<file path="src/rtl/button_conditioner_if.sv">
//------------------------------------------------------------------------------
// Module   : button_conditioner_if
// Brief    : Raw paddle buttons in, conditioned level/press/move vectors out.
// Revision : 1.0
//------------------------------------------------------------------------------
`default_nettype none

interface button_conditioner_if;
  logic [3:0] btn_raw;
  logic [3:0] btn_level;
  logic [3:0] btn_press;
  logic [3:0] btn_move;

  modport master (
    output btn_raw,
    input  btn_level,
    input  btn_press,
    input  btn_move
  );

  modport slave (
    input  btn_raw,
    output btn_level,
    output btn_press,
    output btn_move
  );
endinterface

`default_nettype wire

</file>
<file path="src/rtl/button_conditioner.sv">
//------------------------------------------------------------------------------
// Module   : button_conditioner
// Brief    : Sync, debounce, press-detect and auto-repeat for four paddle buttons.
// Revision : 1.0
//------------------------------------------------------------------------------
`default_nettype none

module button_conditioner #(
  parameter int DEB_CNT     = 250000,
  parameter int REPEAT_DLY  = 12500000,
  parameter int REPEAT_RATE = 2500000,
  parameter int CNT_W       = 24
) (
  input wire clk,
  input wire reset,
  button_conditioner_if.slave bus
);

  localparam logic [CNT_W-1:0] DEB_LAST  = CNT_W'(DEB_CNT - 1);
  localparam logic [CNT_W-1:0] DLY_LAST  = CNT_W'(REPEAT_DLY - 1);
  localparam logic [CNT_W-1:0] RATE_LAST = CNT_W'(REPEAT_RATE - 1);

  typedef enum logic [1:0] {
    ST_IDLE = 2'd0,
    ST_WAIT = 2'd1,
    ST_RPT  = 2'd2
  } rpt_state_e;

  logic [3:0] sync1_q;
  logic [3:0] sync2_q;
  logic [3:0] btn_on;
  logic [3:0] level_q;
  logic [3:0] level_d;
  logic [3:0] press_q;
  logic [3:0] move_q;

  // Sync flops hold the raw (active-low) polarity, so reset means released.
  always_ff @(posedge clk or negedge reset) begin
    if (!reset) begin
      sync1_q <= '1;
      sync2_q <= '1;
    end else begin
      sync1_q <= bus.btn_raw;
      sync2_q <= sync1_q;
    end
  end

  assign btn_on = ~sync2_q;

  generate
    for (genvar i = 0; i < 4; i++) begin : g_ch
      localparam int PARTNER = i ^ 1;

      logic [CNT_W-1:0] dcnt_q;
      logic [CNT_W-1:0] dcnt_d;
      logic [CNT_W-1:0] rcnt_q;
      logic [CNT_W-1:0] rcnt_d;
      rpt_state_e       state_q;
      rpt_state_e       state_d;
      logic             lvl_q;
      logic             lvl_d;
      logic             prs_q;
      logic             prs_d;
      logic             rpt_d;
      logic             mov_q;
      logic             mov_d;

      always_comb begin
        dcnt_d = '0;
        lvl_d  = lvl_q;
        prs_d  = 1'b0;
        if (btn_on[i] != lvl_q) begin
          if (dcnt_q == DEB_LAST) begin
            lvl_d = ~lvl_q;
            prs_d = ~lvl_q;
          end else begin
            dcnt_d = dcnt_q + 1'b1;
          end
        end
      end

      always_comb begin
        state_d = state_q;
        rcnt_d  = rcnt_q;
        rpt_d   = 1'b0;
        case (state_q)
          ST_IDLE: begin
            if (prs_d) begin
              state_d = ST_WAIT;
              rcnt_d  = '0;
            end
          end
          ST_WAIT: begin
            if (!lvl_q) begin
              state_d = ST_IDLE;
              rcnt_d  = '0;
            end else if (rcnt_q == DLY_LAST) begin
              state_d = ST_RPT;
              rcnt_d  = '0;
              rpt_d   = 1'b1;
            end else begin
              rcnt_d = rcnt_q + 1'b1;
            end
          end
          ST_RPT: begin
            if (!lvl_q) begin
              state_d = ST_IDLE;
              rcnt_d  = '0;
            end else if (rcnt_q == RATE_LAST) begin
              rcnt_d = '0;
              rpt_d  = 1'b1;
            end else begin
              rcnt_d = rcnt_q + 1'b1;
            end
          end
          default: begin
            state_d = ST_IDLE;
            rcnt_d  = '0;
          end
        endcase
      end

      // Mask against the partner's next level so a simultaneous press of both cancels.
      assign mov_d = (prs_d | rpt_d) & ~level_d[PARTNER];

      always_ff @(posedge clk or negedge reset) begin
        if (!reset) begin
          dcnt_q  <= '0;
          rcnt_q  <= '0;
          state_q <= ST_IDLE;
          lvl_q   <= 1'b0;
          prs_q   <= 1'b0;
          mov_q   <= 1'b0;
        end else begin
          dcnt_q  <= dcnt_d;
          rcnt_q  <= rcnt_d;
          state_q <= state_d;
          lvl_q   <= lvl_d;
          prs_q   <= prs_d;
          mov_q   <= mov_d;
        end
      end

      assign level_d[i] = lvl_d;
      assign level_q[i] = lvl_q;
      assign press_q[i] = prs_q;
      assign move_q[i]  = mov_q;
    end
  endgenerate

  assign bus.btn_level = level_q;
  assign bus.btn_press = press_q;
  assign bus.btn_move  = move_q;

endmodule

`default_nettype wire
</file>
<file path="src/flat_wrapper.sv">
// flat-port wrapper written by rule: the top's interface ports become plain ports
module button_conditioner_flat 
#(
  parameter int DEB_CNT     = 250000,
  parameter int REPEAT_DLY  = 12500000,
  parameter int REPEAT_RATE = 2500000,
  parameter int CNT_W       = 24
)
  (clk, reset, bus_btn_raw, bus_btn_level, bus_btn_press, bus_btn_move);
  button_conditioner_if bus_i ();
  input wire clk;
  input wire reset;
  input wire logic [$bits(bus_i.btn_raw)-1:0] bus_btn_raw;
  output wire logic [$bits(bus_i.btn_level)-1:0] bus_btn_level;
  output wire logic [$bits(bus_i.btn_press)-1:0] bus_btn_press;
  output wire logic [$bits(bus_i.btn_move)-1:0] bus_btn_move;
  assign bus_i.btn_raw = bus_btn_raw;
  assign bus_btn_level = bus_i.btn_level;
  assign bus_btn_press = bus_i.btn_press;
  assign bus_btn_move = bus_i.btn_move;
  button_conditioner #(.DEB_CNT(DEB_CNT), .REPEAT_DLY(REPEAT_DLY), .REPEAT_RATE(REPEAT_RATE), .CNT_W(CNT_W)) u_core (.clk(clk), .reset(reset), .bus(bus_i));
endmodule
</file>
<file path="config.mk">
export PLATFORM = sky130hd
export DESIGN_NAME = button_conditioner_flat
export DESIGN_NICKNAME = d
export VERILOG_FILES = /design/src/rtl/button_conditioner_if.sv /design/src/rtl/button_conditioner.sv /design/src/flat_wrapper.sv
export SDC_FILE = /design/constraint.sdc
export NUM_CORES = 1
export LEC_CHECK = 0
export ABC_AREA = 1
export BUFFER_PORTS_ARGS = -buffer_cell sky130_fd_sc_hd__buf_4
export CORE_AREA = 2 2 218 220
export DETAILED_ROUTE_END_ITERATION = 8
export DIE_AREA = 0 0 220 222
export GPL_ROUTABILITY_DRIVEN = 0
export SYNTH_ARGS = -nofsm -noshare
export SYNTH_HDL_FRONTEND = slang
export SYNTH_SLANG_ARGS = --single-unit
</file>
<file path="constraint.sdc">
create_clock -name clk -period 2.06 [get_ports clk]
set_input_delay 0.309 -clock clk [delete_from_list [all_inputs] [get_ports clk]]
set_output_delay 0.309 -clock clk [all_outputs]
set_load 0.005 [all_outputs]
</file>
==> impl_metrics.env, run 1 <==
export IMPL_fmax_mhz=524.6
export IMPL_setup_viol=0
export IMPL_p_comb_frac=0.022
export IMPL_cts_tree="yes"
export IMPL_avgRoutedWirePerCell_um=12.10
export IMPL_slew_viol_final=0
export IMPL_synth_ff_latch_count=220
export IMPL_r2r_setup_slack_ns=0.15
export IMPL_crit_end="u_core.g_ch[0].rcnt_q[17]"
export IMPL_status="complete, no violations"
export IMPL_arrival_ns=2.39
export IMPL_pin_count=18
export IMPL_drtIter0Drc=1035
export IMPL_synth_cells_most_frequent="563 x nand2_1, 382 x nor2_1, 294 x inv_1, 212 x dfrtp_1, 176 x nand3_1"
export IMPL_ys_flop_type="dfrtp_1"
export IMPL_antenna_left=0
export IMPL_seq_area_frac_synth=0.3989
export IMPL_yosys_area_top_type="dfrtp_1"
export IMPL_core_region_area_um2=46260
export IMPL_power_internal_mw=7.740
export IMPL_cts_buffers=27
export IMPL_path_class="register to register"
export IMPL_dr_pass1_iters=5
export IMPL_swShare=0.2158
export IMPL_hpwl_um=24520
export IMPL_overflow=0
export IMPL_netlist_top_cells_area="dfrtp_1 38%, nand2_1 15%, nor2_1 10%"
export IMPL_async_reset_ff_frac=1.000
export IMPL_tightest_slew_ns=0.5161
export IMPL_clkSlewWorstSetupHoldPaths_ns=0.06
export IMPL_finalHoldViolations=0
export IMPL_grt_pass1_wl_um=57730
export IMPL_gr_usage_met2=0.2243
export IMPL_synth_edf_count=0
export IMPL_cts_root_buf="clkbuf_16"
export IMPL_synthXorXnorAreaFrac=0.02280
export IMPL_grt_start_max_net_pins=56
export IMPL_h_tree_depth=1
export IMPL_die_area_um2=48840
export IMPL_worstSetupStartpoint="u_core.g_ch[0].dcnt_q[0]"
export IMPL_timing_final_crit_share=0.9254
export IMPL_power_frac_seq=0.443
export IMPL_fp_dieH_um=222
export IMPL_die_x_um=220
export IMPL_area_growth_pct=15.72
export IMPL_finClkSkew_ns=0.02244
export IMPL_muxShareOfSynthArea=0
export IMPL_synthAdderAreaFrac=0.01810
export IMPL_drc=0
export IMPL_crit_required_ns=2.54
export IMPL_io_buffers=17
export IMPL_grt_util_met3=0.02044
export IMPL_finish_instance_area_um2=16000
export IMPL_insertion_delay_ns=0.57
export IMPL_num_fill_cells=4954
export IMPL_switchingPower_mw=2.129
export IMPL_synth_cells=2064
export IMPL_drt_wl_total_um=33210
export IMPL_cp_end_kind="register"
export IMPL_num_antenna_cells=0
export IMPL_fin_nets=2143
export IMPL_power_density_nw_per_um2=616.8
export IMPL_relSlewSlack=0.6533
export IMPL_cp_max_fo=5
export IMPL_synth_cell_types=39
export IMPL_synth_compound_area_frac=0.06244
export IMPL_rows=79
export IMPL_vdd_drop_max_v=0.0005729
export IMPL_place_area_um2=14750
export IMPL_busiest_layer="met2"
export IMPL_numClockSinks=220
export IMPL_pwr_share_clk=0.534
export IMPL_reg2reg_to="u_core.g_ch[0].rcnt_q[17]"
export IMPL_critPathLaunchType="register"
export IMPL_clockBufferDepth=3
export IMPL_hold_class="input port to async pin"
export IMPL_track_usage=0.1381
export IMPL_start_util=0.2989
export IMPL_post_route_min_period_ns=1.906
export IMPL_yosysWarnings=0
export IMPL_drive_above_1_share=0.08045
export IMPL_reg2regPathDepth=10
export IMPL_netlist_area_um2=13830
export IMPL_drv_cap=0
export IMPL_final_util=0.3459
export IMPL_gr_usage_met1=0.1924
export IMPL_synth_top_area_share=0.3837
export IMPL_leakage_nw=7.363
export IMPL_synth_nets=2090
export IMPL_r2r_start="u_core.g_ch[0].dcnt_q[0]"
export IMPL_synth_top_family_by_area="simple AND/OR/NAND/NOR gates"
export IMPL_grt_pass1_vias=12250
export IMPL_vias_per_cell=4.658
export IMPL_power_mw=9.869
export IMPL_antenna_found_initial=0
export IMPL_synthSimpleGateAreaFrac=0.3939
export IMPL_yosysMostFrequentCell="nand2_1"
export IMPL_syn_area_per_cell_um2=6.699
export IMPL_vias=12790
[state kept, by name, summed over array words and instances, names as in the netlist]
| signal | count |
|---|---|
| u_core.g_ch.dcnt_q | 96 |
| u_core.g_ch.prs_q | 4 |
| u_core.sync1_q | 4 |
| u_core.g_ch.rcnt_q | 96 |
| u_core.sync2_q | 4 |
| u_core.g_ch.mov_q | 4 |
| u_core.g_ch.lvl_q | 4 |
| u_core.g_ch.state_q | 8 |
[repair_timing]
| action | 4_1_cts | 5_1_grt |
|---|---|---|
| endpoints found under the hold margin | 47 | 0 |
| resized for setup | 3 | 21 |
| setup buffers | 3 | 8 |
| pin swaps | 0 | 3 |
| cloned | 0 | 1 |
| setup endpoints to repair | 3 | 58 |
| hold buffers | 5 | 0 |
[layout make-up]
cell class	instances	area [um2]	area share
clock buffers	36	749.5	0.04684
clock inverters	14	247.7	0.01548
inverters	297	1119	0.06991
multi-input cells	1500	6953	0.4345
flip-flops and latches	220	5515	0.3447
well taps	607	759.5	0.04747
repair buffers	71	656.9	0.04105
[worst min-delay path by stage]
stage	slack (ns)	start	to	cells after the start
after floorplan	0.01	reset	u_core.g_ch[0].dcnt_q[0]	0
after global placement	0.27	reset	u_core.g_ch[3].rcnt_q[14]	1
after CTS	0.28	reset	u_core.g_ch[3].dcnt_q[22]	2
after detailed placement	0.27	reset	u_core.g_ch[3].rcnt_q[7]	1
final	0.27	reset	u_core.g_ch[3].rcnt_q[23]	2
after global routing	0.29	reset	u_core.g_ch[3].rcnt_q[23]	2
[metal layers]
layer / vias to the layer above / wire, um
met5: - / 0
met2: 220 / 15210
li1: 6588 / -
met3: 48 / 1295
met4: 0 / 656
met1: 5929 / 16050
[cell usage in the layout, fill, tap and decap left out, drive strengths merged, types with 8 or more instances in the layout]
master    n
a21oi    82
o21ai    60
nor3     50
buf      65
nor2    400
clkbuf   37
nand2   574
ha       20
inv     297
dfstp     8
nand3   185
nor3b    10
xor2     31
nand4    54
dfrtp   212
[worst max-delay path, stage by stage, from the launching register on]
cell and delay [ns]:
dfrtp_1 0.38, ha_1 0.19, nand2_1 0.10, nor2_4 0.15, nand2_1 0.08, nor2_2 0.16, nand3_2 0.15, nand2_4 0.17
buf_4 0.14, nand2_1 0.10, o21ai_0 0.20
[cell families (layout without fill, tap and decap cells)]
logic type               after synthesis  after routing
buffers and inverters                344            418
adder cells (fa/ha/maj)               20             20
XOR/XNOR                              36             36
AND/OR/NAND/NOR                     1281           1281
flip-flops                           220            220
AO/OA/AOI/OAI                        163            163
[power groups by stage]
stage	logic, mW	registers, mW	clock network, mW
3_3_place_gp	0.217	4.45	0
6_report	0.221	4.37	5.27
2_1_floorplan	0.0682	4.45	0
5_1_grt	0.261	4.37	5.64
3_5_place_dp	0.220	4.45	0
4_1_cts	0.230	4.37	5.45
[metrics by stage]
step	cells	setup TNS [ns]	setup slack, ns	hold WS (ns)
floorplan	2064	0	0.3748	0.01341
global placement	2678	0	0.07634	0.2735
detailed placement	2678	0	0.02124	0.2748
CTS	2736	0	0.02020	0.2775
global route	2745	-0.01801	-0.006429	0.2876
finish	2745	0	0.1538	0.2738
Note: power is estimated with default switching activity, not from simulation.
==> inputs of run 2 (changes only) <==
--- a/config.mk
+++ b/config.mk
@@ -5,12 +5,12 @@
 export SDC_FILE = /design/constraint.sdc
 export NUM_CORES = 1
 export LEC_CHECK = 0
-export ABC_AREA = 1
 export BUFFER_PORTS_ARGS = -buffer_cell sky130_fd_sc_hd__buf_4
-export CORE_AREA = 2 2 218 220
+export CORE_AREA = 2 2 201 203
 export DETAILED_ROUTE_END_ITERATION = 8
-export DIE_AREA = 0 0 220 222
+export DIE_AREA = 0 0 203 205
 export GPL_ROUTABILITY_DRIVEN = 0
+export PLACE_DENSITY = 0.51
 export SYNTH_ARGS = -nofsm -noshare
 export SYNTH_HDL_FRONTEND = slang
 export SYNTH_SLANG_ARGS = --single-unit
==> run 2 against run 1 <==
The flow now finishes with violations (setup timing). Utilization is 8.3 points higher. Die area is 15% lower. Synthesized area is 15% lower. Count of clock-buffer cells in the layout is 8 higher. Global-route usage is 0.90 points higher. Critical endpoint is now u_core.g_ch[1].rcnt_q[16]. Highest routed layer unchanged.
==> impl_metrics.env, run 2 <==
export IMPL_synth_cells=1261
export IMPL_fp_dieH_um=205
export IMPL_vdd_drop_max_v=0.0005316
export IMPL_pin_count=18
export IMPL_ys_flop_type="dfrtp_1"
export IMPL_top_regs="u_core.g_ch.dcnt_q: 96 flops, u_core.g_ch.rcnt_q: 96 flops, u_core.g_ch.state_q: 8 flops"
export IMPL_crit_path_max_incr_delay_ns=0.52
export IMPL_rows=73
export IMPL_cp_max_fo=18
export IMPL_vias_per_cell=4.936
export IMPL_crit_buf_inv=1
export IMPL_fmax_mhz=411.5
export IMPL_clkSlewWorstSetupHoldPaths_ns=0.06
export IMPL_async_reset_ff_frac=1.000
export IMPL_crit_required_ns=2.49
export IMPL_area_growth_pct=44.57
export IMPL_hpwl_um=20240
export IMPL_cp_depth=7
export IMPL_arrival_ns=2.86
export IMPL_synth_cells_most_frequent="212 x dfrtp_1, 174 x nor2_1, 117 x nand2_1, 90 x nand3_1, 49 x nand4_1"
export IMPL_synth_ff_latch_count=220
export IMPL_netlist_top_cells_area="dfrtp_1 45%, nor2_1 5.6%, nand3_1 3.9%"
export IMPL_power_mw=9.308
export IMPL_reg2regPathDepth=7
export IMPL_netlist_area_um2=11690
export IMPL_fin_nets=1612
export IMPL_status="complete, but fails checks"
export IMPL_yosysMostFrequentCell="dfrtp_1"
export IMPL_relSlewSlack=0.6952
export IMPL_post_route_min_period_ns=2.430
export IMPL_tightest_slew_ns=0.4572
export IMPL_start_util=0.2969
export IMPL_synth_cell_types=63
export IMPL_layout_commonest_cell="buf_4"
export IMPL_core_region_area_um2=39370
export IMPL_io_buffers=17
export IMPL_rsz0062_at_grt="true"
export IMPL_timing_final_crit_share=1.180
export IMPL_crit_family="simple AND/OR/NAND/NOR gates"
export IMPL_cts_root_buf="clkbuf_16"
export IMPL_drive_above_1_share=0.3292
export IMPL_syn_area_per_cell_um2=9.267
export IMPL_h_tree_depth=1
export IMPL_drtIter0Drc=499
export IMPL_grt_pass1_wl_um=51130
export IMPL_drv_cap=0
export IMPL_avgRoutedWirePerCell_um=14.51
export IMPL_num_antenna_cells=0
export IMPL_grt_start_max_net_pins=52
export IMPL_num_fill_cells=3800
export IMPL_stdcell_count=2132
export IMPL_die_area_um2=41620
export IMPL_critPathLaunchType="register"
export IMPL_cts_buffers=27
export IMPL_dr_pass1_iters=5
export IMPL_antenna_found_initial=0
export IMPL_insertion_delay_ns=0.56
export IMPL_grt_pass1_vias=10350
export IMPL_vias=10520
export IMPL_synth_edf_count=0
export IMPL_drc=0
export IMPL_crit_slowest_cell="or4_1"
export IMPL_cp_cell_sequence="or4_1, or4_4, o21a_1, o211a_1, buf_12, a21o_1, a22o_1"
export IMPL_power_density_nw_per_um2=550.9
export IMPL_cts_tree="yes"
export IMPL_hold_class="input port to async pin"
export IMPL_synth_nets=1287
export IMPL_final_cell_mix="274 x buf_4, 209 x dfrtp_1, 157 x nor2_1"
export IMPL_yosysWarnings=0
export IMPL_numClockSinks=220
export IMPL_synth_top_area_share=0.4540
export IMPL_track_usage=0.1471
export IMPL_drt_wl_total_um=30940
export IMPL_setup_ws_ns=-0.3702
export IMPL_failed_checks="setup timing"
export IMPL_slew_viol_final=0
export IMPL_finalHoldViolations=0
export IMPL_clockBufferDepth=3
export IMPL_setup_viol=101
export IMPL_path_class="register to register"
export IMPL_yosys_area_top_type="dfrtp_1"
export IMPL_antenna_left=0
export IMPL_seq_area_frac_synth=0.4719
export IMPL_finClkSkew_ns=0.01762
export IMPL_dpl_cell_count=2022
export IMPL_leakage_nw=7.583
export IMPL_cp_end_kind="register"
export IMPL_die_x_um=203
export IMPL_overflow=0
run 2: cell types whose count changed after synthesis, moves of 43 or more:
cell,change
inv_1,-260
nand3_1,-86
nor2_1,-208
nand2_1,-446
a22o_1,+47
a21oi_1,-59
a21o_1,+43
run 2: cells by family after synthesis:
| logic type | count (synthesis) | share of synthesized area |
|---|---|---|
| multiplexers | 4 | 0.003747 |
| AO/OA/AOI/OAI | 215 | 0.1329 |
| flip-flops | 220 | 0.4719 |
| buffers and inverters | 84 | 0.03223 |
| AND/OR/NAND/NOR | 634 | 0.2748 |
| XOR/XNOR | 84 | 0.06295 |
| adder cells (fa/ha/maj) | 20 | 0.02141 |
run 2: area by class of cell:
| type | instances | area (um2) | share of cell area |
|---|---|---|---|
| clock buffer | 44 | 839.6 | 0.04969 |
| tap | 525 | 656.9 | 0.03888 |
| sequential | 220 | 5519 | 0.3267 |
| clock inverter | 6 | 36.28 | 0.002148 |
| timing repair buffer | 343 | 3070 | 0.1817 |
| inverter | 34 | 127.6 | 0.007554 |
| multi-input combinational | 960 | 6645 | 0.3933 |
run 2: path summary, 6_finish.rpt:
check,end,slack [ns],from
worst min-delay path,u_core.g_ch[3].rcnt_q[16],0.26,reset
worst max register to register,u_core.g_ch[1].rcnt_q[16],-0.37,u_core.g_ch[1].rcnt_q[22]
min in group clk,u_core.sync2_q[0],0.36,u_core.sync1_q[0]
worst min register to register,u_core.sync2_q[0],0.36,u_core.sync1_q[0]
max in group asynchronous,u_core.g_ch[1].rcnt_q[2],1.07,reset
worst max-delay path,u_core.g_ch[1].rcnt_q[16],-0.37,u_core.g_ch[1].rcnt_q[22]
run 2: timing repair:
item	in CTS	in global routing
hold buffers	5	0
endpoints found under the setup margin	153	152
resized for setup	91	114
cloned	7	2
setup buffers	27	25
endpoints found under the hold margin	50	0
pin swaps	51	58
run 2: through the flow:
stage / hold slack, ns / instance area, um2 / util / setup TNS, ns / worst slack, ns
2_1_floorplan: 0.01341 / 11920 / - / -11.22 / -0.3585
3_3_place_gp: 0.2568 / 14560 / 0.3698 / -24.09 / -0.3493
3_5_place_dp: 0.2616 / 14560 / 0.3698 / -26.44 / -0.3567
4_1_cts: 0.2558 / 16240 / 0.4126 / -20.63 / -0.3399
5_1_grt: 0.2875 / 16900 / 0.4292 / -28.30 / -0.4284
6_report: 0.2556 / 16900 / 0.4292 / -21.25 / -0.3702
run 2: per-layer routing:
metal,wire length (um),vias up,GRT usage
li1,-,5204,-
met1,15000,5127,0.2012
met2,14290,147,0.2400
met3,1011,45,0.02211
met4,640,0,0.04536
met5,0,-,0
run 2: report_power, final:
group / switching [mW] / total [mW] / internal, mW
combinational: 0.159 / 0.246 / 0.0876
clock: 1.92 / 4.68 / 2.77
sequential: 0.0230 / 4.38 / 4.36
==> inputs of run 3 (changes only) <==
--- a/config.mk
+++ b/config.mk
@@ -5,10 +5,11 @@
 export SDC_FILE = /design/constraint.sdc
 export NUM_CORES = 1
 export LEC_CHECK = 0
+export ABC_AREA = 1
 export BUFFER_PORTS_ARGS = -buffer_cell sky130_fd_sc_hd__buf_4
-export CORE_AREA = 2 2 201 203
+export CORE_AREA = 2 2 218 220
 export DETAILED_ROUTE_END_ITERATION = 8
-export DIE_AREA = 0 0 203 205
+export DIE_AREA = 0 0 220 222
 export GPL_ROUTABILITY_DRIVEN = 0
 export PLACE_DENSITY = 0.51
 export SYNTH_ARGS = -nofsm -noshare
==> run 3 against run 2 <==
Routed wire length grew 11%. Highest routed layer unchanged. The run now ends clean. First-iteration DRC count grew 56%. Largest power group unchanged. Total power grew 5.4%.
==> impl_metrics.env, run 3 (synthesized netlist as in run 1, its figures left out) <==
export IMPL_status="complete, no violations"
export IMPL_die_x_um=220
export IMPL_io_buffers=17
export IMPL_grt_pass1_wl_um=59820
export IMPL_core_region_area_um2=46260
export IMPL_antenna_left=0
export IMPL_drc=0
export IMPL_power_density_nw_per_um2=612.3
export IMPL_h_tree_depth=1
export IMPL_arrival_ns=2.42
export IMPL_drv_cap=0
export IMPL_crit_required_ns=2.58
export IMPL_final_util=0.3462
export IMPL_switchingPower_mw=2.167
export IMPL_antenna_found_initial=0
export IMPL_die_area_um2=48840
export IMPL_hpwl_um=25420
export IMPL_num_fill_cells=5045
export IMPL_stdcell_count=2754
export IMPL_fmax_mhz=527.6
export IMPL_hold_class="input port to async pin"
export IMPL_track_usage=0.1445
export IMPL_leakage_nw=7.400
export IMPL_post_route_min_period_ns=1.896
export IMPL_cts_buffers=29
export IMPL_overflow=0
export IMPL_path_class="register to register"
export IMPL_cpMostUsedCell="nand2_1"
export IMPL_fin_nets=2150
export IMPL_cp_cell_sequence="ha_1, nand2_1, nor2_4, nand2_1, nor2_4, nand3_4, nand2_4, buf_12, nand2_1, inv_1, nand2_1, nand2_1"
export IMPL_crit_slowest_cell="dfrtp_1"
export IMPL_power_frac_seq=0.446
export IMPL_cp_max_fo=20
export IMPL_setup_viol=0
export IMPL_drive_above_1_share=0.08337
export IMPL_relSlewSlack=0.6617
export IMPL_p_comb_frac=0.022
export IMPL_fp_dieH_um=222
export IMPL_grt_start_max_net_pins=60
export IMPL_cts_tree="yes"
export IMPL_tightest_slew_ns=0.5036
export IMPL_timing_hold_ws_ns=0.2334
export IMPL_power_internal_mw=7.640
export IMPL_rows=79
export IMPL_top_regs="u_core.g_ch.dcnt_q: 96 flops, u_core.g_ch.rcnt_q: 96 flops, u_core.g_ch.state_q: 8 flops"
export IMPL_swShare=0.2210
export IMPL_drt_wl_total_um=34450
export IMPL_timing_final_crit_share=0.9202
export IMPL_critPathLaunchType="register"
export IMPL_avgRoutedWirePerCell_um=12.51
export IMPL_crit_family="simple AND/OR/NAND/NOR gates"
export IMPL_dpl_cell_count=2688
export IMPL_final_cell_mix="559 x nand2_1, 381 x nor2_1, 291 x inv_1"
export IMPL_cp_end_kind="register"
export IMPL_area_growth_pct=15.84
export IMPL_crit_buf_inv=2
export IMPL_insertion_delay_ns=0.58
export IMPL_crit_path_max_incr_delay_ns=0.37
export IMPL_num_antenna_cells=0
export IMPL_pwr_share_clk=0.532
export IMPL_dr_pass1_iters=6
export IMPL_vias=12570
export IMPL_clkSlewWorstSetupHoldPaths_ns=0.06
export IMPL_clockBufferDepth=3
export IMPL_finalHoldViolations=0
export IMPL_drtIter0Drc=776
export IMPL_pin_count=18
export IMPL_vdd_drop_max_v=0.0006066
export IMPL_layout_commonest_cell="nand2_1"
export IMPL_cts_root_buf="clkbuf_16"
export IMPL_vias_per_cell=4.565
export IMPL_slew_viol_final=0
export IMPL_start_util=0.2989
export IMPL_finClkSkew_ns=0.02752
export IMPL_numClockSinks=220
export IMPL_grt_pass1_vias=12460
[run 3: changes by cell type in the layout (fill, tap and decap cells not counted), sizes merged, moves of 43 or more]
cell	change
inv	+261
nor2	+223
buf	-266
a21oi	+58
a22o	-47
nand2	+457
nand3	+95
a21o	-43
[run 3: cell type report]
class | count | area [um2] | share of cell area
clock buffers | 44 | 852.1 | 0.05320
clock inverters | 10 | 145.1 | 0.009062
inverters | 297 | 1122 | 0.07007
multi-input cells | 1500 | 6929 | 0.4326
flip-flops and latches | 220 | 5515 | 0.3443
well taps | 607 | 759.5 | 0.04742
repair buffers | 74 | 678.2 | 0.04234
repair inverters | 2 | 15.01 | 0.0009374
[run 3: path summary, 6_finish.rpt]
check / to / from / slack, ns / cells after the start
max in group asynchronous: u_core.sync1_q[0] / reset / 1.16 / 3
min: u_core.g_ch[2].rcnt_q[23] / reset / 0.23 / 2
min reg2reg: u_core.sync2_q[1] / u_core.sync1_q[1] / 0.35 / 0
min in group clk: u_core.sync2_q[1] / u_core.sync1_q[1] / 0.35 / 0
max reg2reg: u_core.g_ch[1].rcnt_q[21] / u_core.g_ch[1].dcnt_q[0] / 0.16 / 12
max: u_core.g_ch[1].rcnt_q[21] / u_core.g_ch[1].dcnt_q[0] / 0.16 / 12
[run 3: stage by stage]
stage	setup WS [ns]	cell area, um2	total power, mW	TNS (ns)
finish	0.1645	16020	9.807	0
global route	-0.006355	16020	10.20	-0.01786
CTS	0.07810	15870	10.01	0
detailed placement	0.01108	14820	4.669	0
global placement	0.07671	14820	4.664	0
floorplan	0.3748	13830	4.515	0
[run 3: metal layers]
metal	GRT usage	vias to the layer above	share of wire
met5	0	-	0
met4	0.03724	0	0.023
met3	0.02071	45	0.033
met2	0.2350	179	0.45
met1	0.2002	5731	0.50
li1	-	6616	-
[run 3: timing repair]
action	4_1_cts	5_1_grt
endpoints found under the setup margin	5	69
resized for setup	1	22
hold buffers	5	0
cloned	0	2
setup buffers	0	5
endpoints found under the hold margin	68	0
pin swaps	0	2
[run 3: power by group through the flow]
| stage | combinational, mW | sequential, mW | clock (mW) |
|---|---|---|---|
| after global routing | 0.254 | 4.37 | 5.57 |
| after detailed placement | 0.218 | 4.45 | 0 |
| final | 0.213 | 4.37 | 5.22 |
| after floorplan | 0.0682 | 4.45 | 0 |
| after global placement | 0.214 | 4.45 | 0 |
| after CTS | 0.227 | 4.37 | 5.40 |
